File: config.mk
export PLATFORM = sky130hd
export DESIGN_NAME = wbuf_drain_sched
export DESIGN_NICKNAME = d
export VERILOG_FILES = /design/src/rtl/wbuf_drain_sched.sv
export SDC_FILE = /design/constraint.sdc
export NUM_CORES = 1
export LEC_CHECK = 0
export ABC_AREA = 1
export BUFFER_PORTS_ARGS = -buffer_cell sky130_fd_sc_hd__clkbuf_2
export CAP_MARGIN = 20
export CORE_AREA = 2 2 434 436
export DETAILED_ROUTE_END_ITERATION = 8
export DIE_AREA = 0 0 436 438
export PLACE_DENSITY = 0.4
export SLEW_MARGIN = 0
export SYNTH_ARGS = -nofsm -noshare
export SYNTH_HDL_FRONTEND = slang
export SYNTH_SLANG_ARGS = --single-unit
File: constraint.sdc
create_clock -name clk -period 1.8 [get_ports clk]
set_clock_uncertainty 0.15 [all_clocks]
set_input_delay 0.27 -clock clk [delete_from_list [all_inputs] [get_ports clk]]
set_output_delay 0.27 -clock clk [all_outputs]
set_load 0.1 [all_outputs]
File: src/rtl/wbuf_drain_sched.sv
// Arbitrates the shared DRAM command port between demand reads and write-buffer drains.
// Drain mode uses high/low watermarks. A burst limit keeps a waiting read from starving. Flush empties the buffer on request.
module wbuf_drain_sched #(
    parameter int DATA_W       = 512,
    parameter int ADDR_W       = 32,
    parameter int WB_DEPTH     = 16,
    parameter int HI_WM        = 12,
    parameter int LO_WM        = 4,
    parameter int MAX_WB_BURST = 8
) (
    input  logic              clk,
    input  logic              rst_n,
    input  logic              wb_push_i,
    input  logic              wb_empty_i,
    output logic              wb_rden_o,
    input  logic [DATA_W-1:0] wb_rdata_i,
    input  logic              rd_req_i,
    input  logic [ADDR_W-1:0] rd_addr_i,
    output logic              rd_gnt_o,
    output logic              mem_valid_o,
    input  logic              mem_ready_i,
    output logic              mem_we_o,
    output logic [ADDR_W-1:0] mem_addr_o,
    output logic [DATA_W-1:0] mem_wdata_o,
    input  logic              flush_i,
    output logic              flush_done_o,
    output logic              drain_o,
    output logic              ovf_o
);

    localparam int CNT_W   = $clog2(WB_DEPTH + 1);
    localparam int BURST_W = $clog2(MAX_WB_BURST + 1);

    typedef enum logic [2:0] {
        IDLE,
        RD_ISSUE,
        WB_FETCH,
        WB_LOAD,
        WB_ISSUE
    } state_t;

    state_t             state;
    logic [CNT_W-1:0]   cnt;
    logic [BURST_W-1:0] burst;
    logic               flush_act;
    logic               wb_avail;
    logic               burst_ok;
    logic               take_wb;

    assign wb_avail = (cnt != '0) && !wb_empty_i;
    assign burst_ok = (burst < BURST_W'(MAX_WB_BURST)) || !rd_req_i;
    // A write wins when draining within the burst budget, or when no read is waiting.
    assign take_wb  = ((drain_o || flush_act) && wb_avail && burst_ok) ||
                      (!rd_req_i && wb_avail);

    // NOTE: the grant is decoded from the registered state and the live ready, so it
    // lands in the same cycle DRAM accepts the read and drops instantly on reset.
    assign rd_gnt_o = (state == RD_ISSUE) && mem_ready_i;

    // NOTE: all state below uses non-blocking assignments so every flop samples
    // pre-edge values; blocking here would chain updates within one edge.
    always_ff @(posedge clk or negedge rst_n) begin
        if (!rst_n) begin
            cnt   <= '0;
            ovf_o <= 1'b0;
        end else begin
            unique case ({wb_push_i, wb_rden_o})
                2'b10: begin
                    if (cnt == CNT_W'(WB_DEPTH))
                        ovf_o <= 1'b1;
                    else
                        cnt <= cnt + 1'b1;
                end
                2'b01:   cnt <= cnt - 1'b1;
                default: ;
            endcase
        end
    end

    always_ff @(posedge clk or negedge rst_n) begin
        if (!rst_n) begin
            drain_o      <= 1'b0;
            flush_act    <= 1'b0;
            flush_done_o <= 1'b0;
        end else begin
            if (cnt >= CNT_W'(HI_WM))
                drain_o <= 1'b1;
            else if (state == IDLE && cnt <= CNT_W'(LO_WM))
                drain_o <= 1'b0;

            flush_done_o <= 1'b0;
            if (flush_act && state == IDLE && cnt == '0) begin
                flush_act    <= 1'b0;
                flush_done_o <= 1'b1;
            end else if (flush_i) begin
                flush_act <= 1'b1;
            end
        end
    end

    always_ff @(posedge clk or negedge rst_n) begin
        if (!rst_n) begin
            state       <= IDLE;
            burst       <= '0;
            wb_rden_o   <= 1'b0;
            mem_valid_o <= 1'b0;
            mem_we_o    <= 1'b0;
            mem_addr_o  <= '0;
            mem_wdata_o <= '0;
        end else begin
            wb_rden_o <= 1'b0;
            unique case (state)
                IDLE: begin
                    if (take_wb) begin
                        wb_rden_o <= 1'b1;
                        if (burst != BURST_W'(MAX_WB_BURST))
                            burst <= burst + 1'b1;
                        state <= WB_FETCH;
                    end else if (rd_req_i) begin
                        mem_addr_o  <= rd_addr_i;
                        mem_valid_o <= 1'b1;
                        mem_we_o    <= 1'b0;
                        burst       <= '0;
                        state       <= RD_ISSUE;
                    end
                end
                RD_ISSUE: begin
                    if (mem_ready_i) begin
                        mem_valid_o <= 1'b0;
                        state       <= IDLE;
                    end
                end
                WB_FETCH: state <= WB_LOAD;
                WB_LOAD: begin
                    mem_wdata_o <= wb_rdata_i;
                    mem_addr_o  <= wb_rdata_i[ADDR_W-1:0];
                    mem_valid_o <= 1'b1;
                    mem_we_o    <= 1'b1;
                    state       <= WB_ISSUE;
                end
                WB_ISSUE: begin
                    if (mem_ready_i) begin
                        mem_valid_o <= 1'b0;
                        mem_we_o    <= 1'b0;
                        state       <= IDLE;
                    end
                end
                default: state <= IDLE;
            endcase
        end
    end

endmodule

Word-level counts from Yosys, hierarchy flattened
Index checks and enable logic that the tools add are counted.

Bits in registers: 563. Input port bits: 551. Output and inout port bits: 551. Logic and storage cells: 90.

Add/sub/neg operators: 3. Magnitude comparators: 3. Equality and inequality tests: 15. Muxes and demuxes: 26. Reduce and logical (&&, ||, !) cells: 31.

Operator list (number): $mux W32 (2); $pmux W32 S2 (1); $mux W1 (12); $mux W4 (3); $pmux W3 S4 (1); $pmux W5 S2 (1); $reduce_bool A2 Y1 (5); $mux W3 (3); $logic_and A1 B1 Y1 (8); $ne A2 B2 Y1 const B (4); $reduce_and A4 Y1 (2); $eq A3 B2 Y1 const B (2); $pmux W1 S3 (2); $reduce_and A2 Y1 (3); $reduce_and A3 Y1 (2); $reduce_bool A3 Y1 (2); $add A5 B1 Y5 const B (1); $eq A5 B5 Y1 const B (1); $ge A5 B4 Y1 const B (1); $le A5 B3 Y1 const B (1); $logic_not A5 Y1 (1); $mux W5 (1); $reduce_bool A5 Y1 (1); $sub A5 B1 Y5 const B (1); other kinds (13) (17).

Depth between registers and ports, before layout
Depth in word-level cells: 7. Mapped depth: 12. Mapped depth without buffers: 12.

Least setup slack after synthesis
No wires, ideal clock.

Path kind: reg2reg. Start: register wb_rden_o. End: register cnt[4]. Library setup time: 118 ps. Data arrival time: 2107 ps. Required time: 1532 ps. Setup slack: -574 ps. Stages on the path, launching flop included: 12. Buffers on the path: 0. Clock period less this slack: 2374 ps. Path through: dfrtp_1 > nand2_1 > inv_1 > ha_1 > inv_1 > o21ai_0 > a21oi_1 > inv_1 > nand2_1 > nand2_1 > nand2_1 > nand2_1.

Longest elaborated chain between the ends: 3. Elaborated cells on any way between the ends: 6. Those cells by class: eq/ne (3); mux (1); reduce/logical (2).

RTL lines: start: declaration (RTL line 15) `output logic wb_rden_o,`; start signal: assignment (RTL line 105) `wb_rden_o <= 1'b0;`; start signal: assignment (RTL line 111) `wb_rden_o <= 1'b0;`; start signal: assignment (RTL line 115) `wb_rden_o <= 1'b1;`; $eq A2 B2 Y1 or $eq A2 B1 Y1 (tied branches) (RTL line 67) `unique case ({wb_push_i, wb_rden_o})`; $ne A2 B2 Y1 (no source line) or $reduce_bool A2 Y1 (tied branches); $reduce_and A2 Y1 (no source line); end signal: assignment (RTL line 72) `cnt <= cnt + 1'b1;`; end signal: assignment (RTL line 74) `2'b01: cnt <= cnt - 1'b1;`; end: declaration (RTL line 43) `logic [CNT_W-1:0] cnt;`.

Several ways; a longest one is shown, not always the timed one. A chain may end at the register's enable or synchronous reset.

Final worst setup path
Start: register state[2]. End: output port rd_gnt_o.

Longest elaborated chain between the ends: 2.

RTL lines: start: declaration (RTL line 42) `state_t state;`; start signal: assignment (RTL line 103) `state <= IDLE;`; start signal: assignment (RTL line 118) `state <= WB_FETCH;`; start signal: assignment (RTL line 124) `state <= RD_ISSUE;`; $eq A3 B1 Y1 (RTL line 58) `assign rd_gnt_o = (state == RD_ISSUE) && mem_ready_i;`; $logic_and A1 B1 Y1 (RTL line 58); end: declaration (RTL line 19) `output logic rd_gnt_o,`.

Every way passes these cells.

==> summary.txt <==
Place
  – Placed cells: 6138
  – GP Congestion: 0.910
  – Number of port buffers: 1101
  – Pre-CTS setup slack: -79.4 ps
  – HPWL Detailed: 104000 um

Min path
  – HP Class: in2async

Setup path
  – Max stage delay on crit path: 390 ps
  – CP dominant cell by count: buf_6
  – CP Max Fanout: 2
  – Critical Path Slowest Stage Cell: dfrtp_1
  – Critical path endpoint category: primary output
  – CP arrival: 1690 ps
  – CP Cell Sequence: inv_2, buf_6, buf_6, nand3_4, nor2_4, buf_12
  – Type of origin of the critical path: flop
  – CP Data Required Time: 1380 ps
  – Setup CP Type: reg2out

Die
  – Die ar.: 191000 um2
  – Site Rows: 159
  – Chip width: 436 um
  – Initial core utilization: 0.118
  – Core area: 187000 um2
  – Chip Height: 438 um
  – IO Pins: 1102

Timing
  – Max transition margin: 0.497
  – Count of pins over their slew limit: 0
  – Worst slew pin tran: 752 ps
  – Max Clock Freq: 0.475 GHz
  – Crit share post-route: 1.17
  – Endpoints failing setup: 549
  – RSZ-0062 raised after global routing: true
  – Fin crit period: 2110 ps
  – Worst setup margin: -305 ps
  – Final hold vios: 0

Clocking
  – Root buf cell: clkbuf_16
  – CTS tree: done
  – Clock Latency Late Sink: 690 ps
  – TritonCTS buffer count: 74
  – H-tree Lvls: 3
  – Sink Count: 563
  – Reg clk slew, reported paths: 60 ps
  – Max clock buf depth: 3

Run status
  – Failing checks: setup timing
  – Status: complete, but fails checks

Route
  – Via-to-Cell Ratio: 3.57
  – Average routed wire per standard cell: 21.4 um
  – DRT iter0 DRCs: 1408
  – # DRC: 0
  – Pre-antenna DRT Iters: 5
  – Drt total wl: 151000 um
  – Via count: 25300
  – Antenna viol nets, final: 0

Global routing
  – First-pass GRT wire length: 195000 um
  – Vias in the first global route: 26000
  – Initial antenna violation count: 35
  – Largest net degree at the start of global routing: 74
  – GRT Overall Usage: 0.142
  – Global route total overflow: 0

Finish
  – Area delta synth->final: 145%
  – Nets: 5059
  – FF/Latch Area: 14100 um2
  – Layout Cells excl Fill: 7075
  – Area of the multi-input gates: 8450 um2
  – Fill count: 19400
  – Share of layout cells above drive strength 1: 0.439

Synth
  – Main synth FF type: dfrtp_1
  – Most instantiated cells after synthesis: nand2_1 (1608), dfrtp_1 (563), buf_2 (106)
  – Seq/Total Area, Yosys: 0.642
  – Post-synthesis instance area: 21900 um2
  – Distinct cell type count after synthesis: 25
  – Async S/R FF share, synth: 1.00
  – YS warnings: 0
  – Yosys top cell by area: dfrtp_1
  – Yosys top cell area share: 0.642
  – Syn_area_per_cell: 8.70 um2
  – Syn Inst Count: 2520
  – Most frequent cell after synthesis: nand2_1
  – Synth top area cells: dfrtp_1 (64%), nand2_1 (28%), buf_2 (2.4%)
  – Synth Register Bits: 563
  – Post-synth EDFFs: 0
  – Syn nets: 3077

Job
  – Max-cap violations: 0
-- sequential cells by signal, indices dropped and copies added (netlist names) --
name          cells
burst             4
ovf_o             1
mem_wdata_o     512
mem_valid_o       1
drain_o           1
state             3
flush_done_o      1
flush_act         1
wb_rden_o         1
cnt               5
mem_we_o          1
mem_addr_o       32
-- cells in the final DEF, fill, tap and decap left out, types with 5 or more instances in the layout --
cell type / count
dfrtp_2: 30
o21ai_2: 9
nand2_4: 95
o21ai_0: 38
nand4_1: 34
clkinv_8: 6
nand2_2: 236
diode_2: 20
clkinv_2: 16
bufinv_16: 7
inv_1: 51
buf_8: 29
o21ai_1: 21
clkbuf_8: 214
buf_16: 40
clkbuf_1: 7
buf_12: 175
a21oi_1: 6
nor2_1: 11
xor2_1: 5
nand2_1: 1274
dlygate4sd3_1: 551
buf_6: 36
nand3_1: 17
clkbuf_2: 549
dfrtp_1: 532
clkbuf_16: 370
buf_4: 163
-- worst max-delay path, delay by kind of cell (launching register included) --
family | cells | cell delay, ps
buf+inv | 4 | 430
flops | 1 | 390
simple gates | 2 | 160
-- routing by layer --
layer,vias up,track usage,part of all wire
met2,915,0.243,0.49
met5,-,0,0.00087
li1,11700,-,-
met4,20,0.0534,0.040
met3,240,0.0349,0.059
met1,12400,0.172,0.41
-- metrics by stage --
step                       util  area (um2)  hold slack, ps  setup TNS (ps)
final                     0.288       53700             128          -77670
after global routing      0.288       53700            88.6         -135370
after CTS                 0.268       49900            48.4          -67660
after detailed placement  0.172       32100            8.09            -100
after global placement    0.172       32100            7.59            -798
after floorplan               -       22000            -176           -7.10
-- cell families (layout without fill, tap and decap cells) --
family	count (synthesis)	count (layout)	share of synthesized area
flip-flops	563	563	0.642
AND/OR/NAND/NOR	1679	1679	0.294
adder cells (fa/ha/maj)	6	6	0.00377
AO/OA/AOI/OAI	78	78	0.0181
buffers and inverters	188	2228	0.0391
XOR/XNOR	6	6	0.00240
other	0	20	0
-- path summary, 6_finish.rpt --
check                                        startpoint                      endpoint  slack, ps  cells after the start
max reg2reg                        state[2]$_DFFE_PN0P_  mem_wdata_o[231]$_DFFE_PN0P_       -280                     12
max in group asynchronous                         rst_n  mem_wdata_o[149]$_DFFE_PN0P_        190                      3
min in group clk                        wb_rdata_i[340]  mem_wdata_o[340]$_DFFE_PN0P_        150                      4
min reg2reg                mem_wdata_o[226]$_DFFE_PN0P_  mem_wdata_o[226]$_DFFE_PN0P_        340                      2
max                                state[2]$_DFFE_PN0P_                      rd_gnt_o       -310                      6
min                                               rst_n   mem_wdata_o[16]$_DFFE_PN0P_        130                      3
-- area by class of cell --
cell class,count,share of cell area
repair buffers,2038,0.468
flip-flops and latches,563,0.263
multi-input cells,1769,0.157
well taps,2495,0.0581
clock buffers,98,0.0393
clock inverters,36,0.00867
inverters,56,0.00445
diodes,20,0.000932
-- what timing repair did --
item,in CTS,in global routing
buffers inserted,104,42
setup endpoints to repair,607,1015
hold endpoints to repair,1122,0
cloned,27,71
hold buffers,551,0
pin swaps,6,59
resized for setup,1550,584
Power is left out: the tool's default activity adds up to more than one toggle a clock period on the data nets, which glitch-free logic cannot reach.
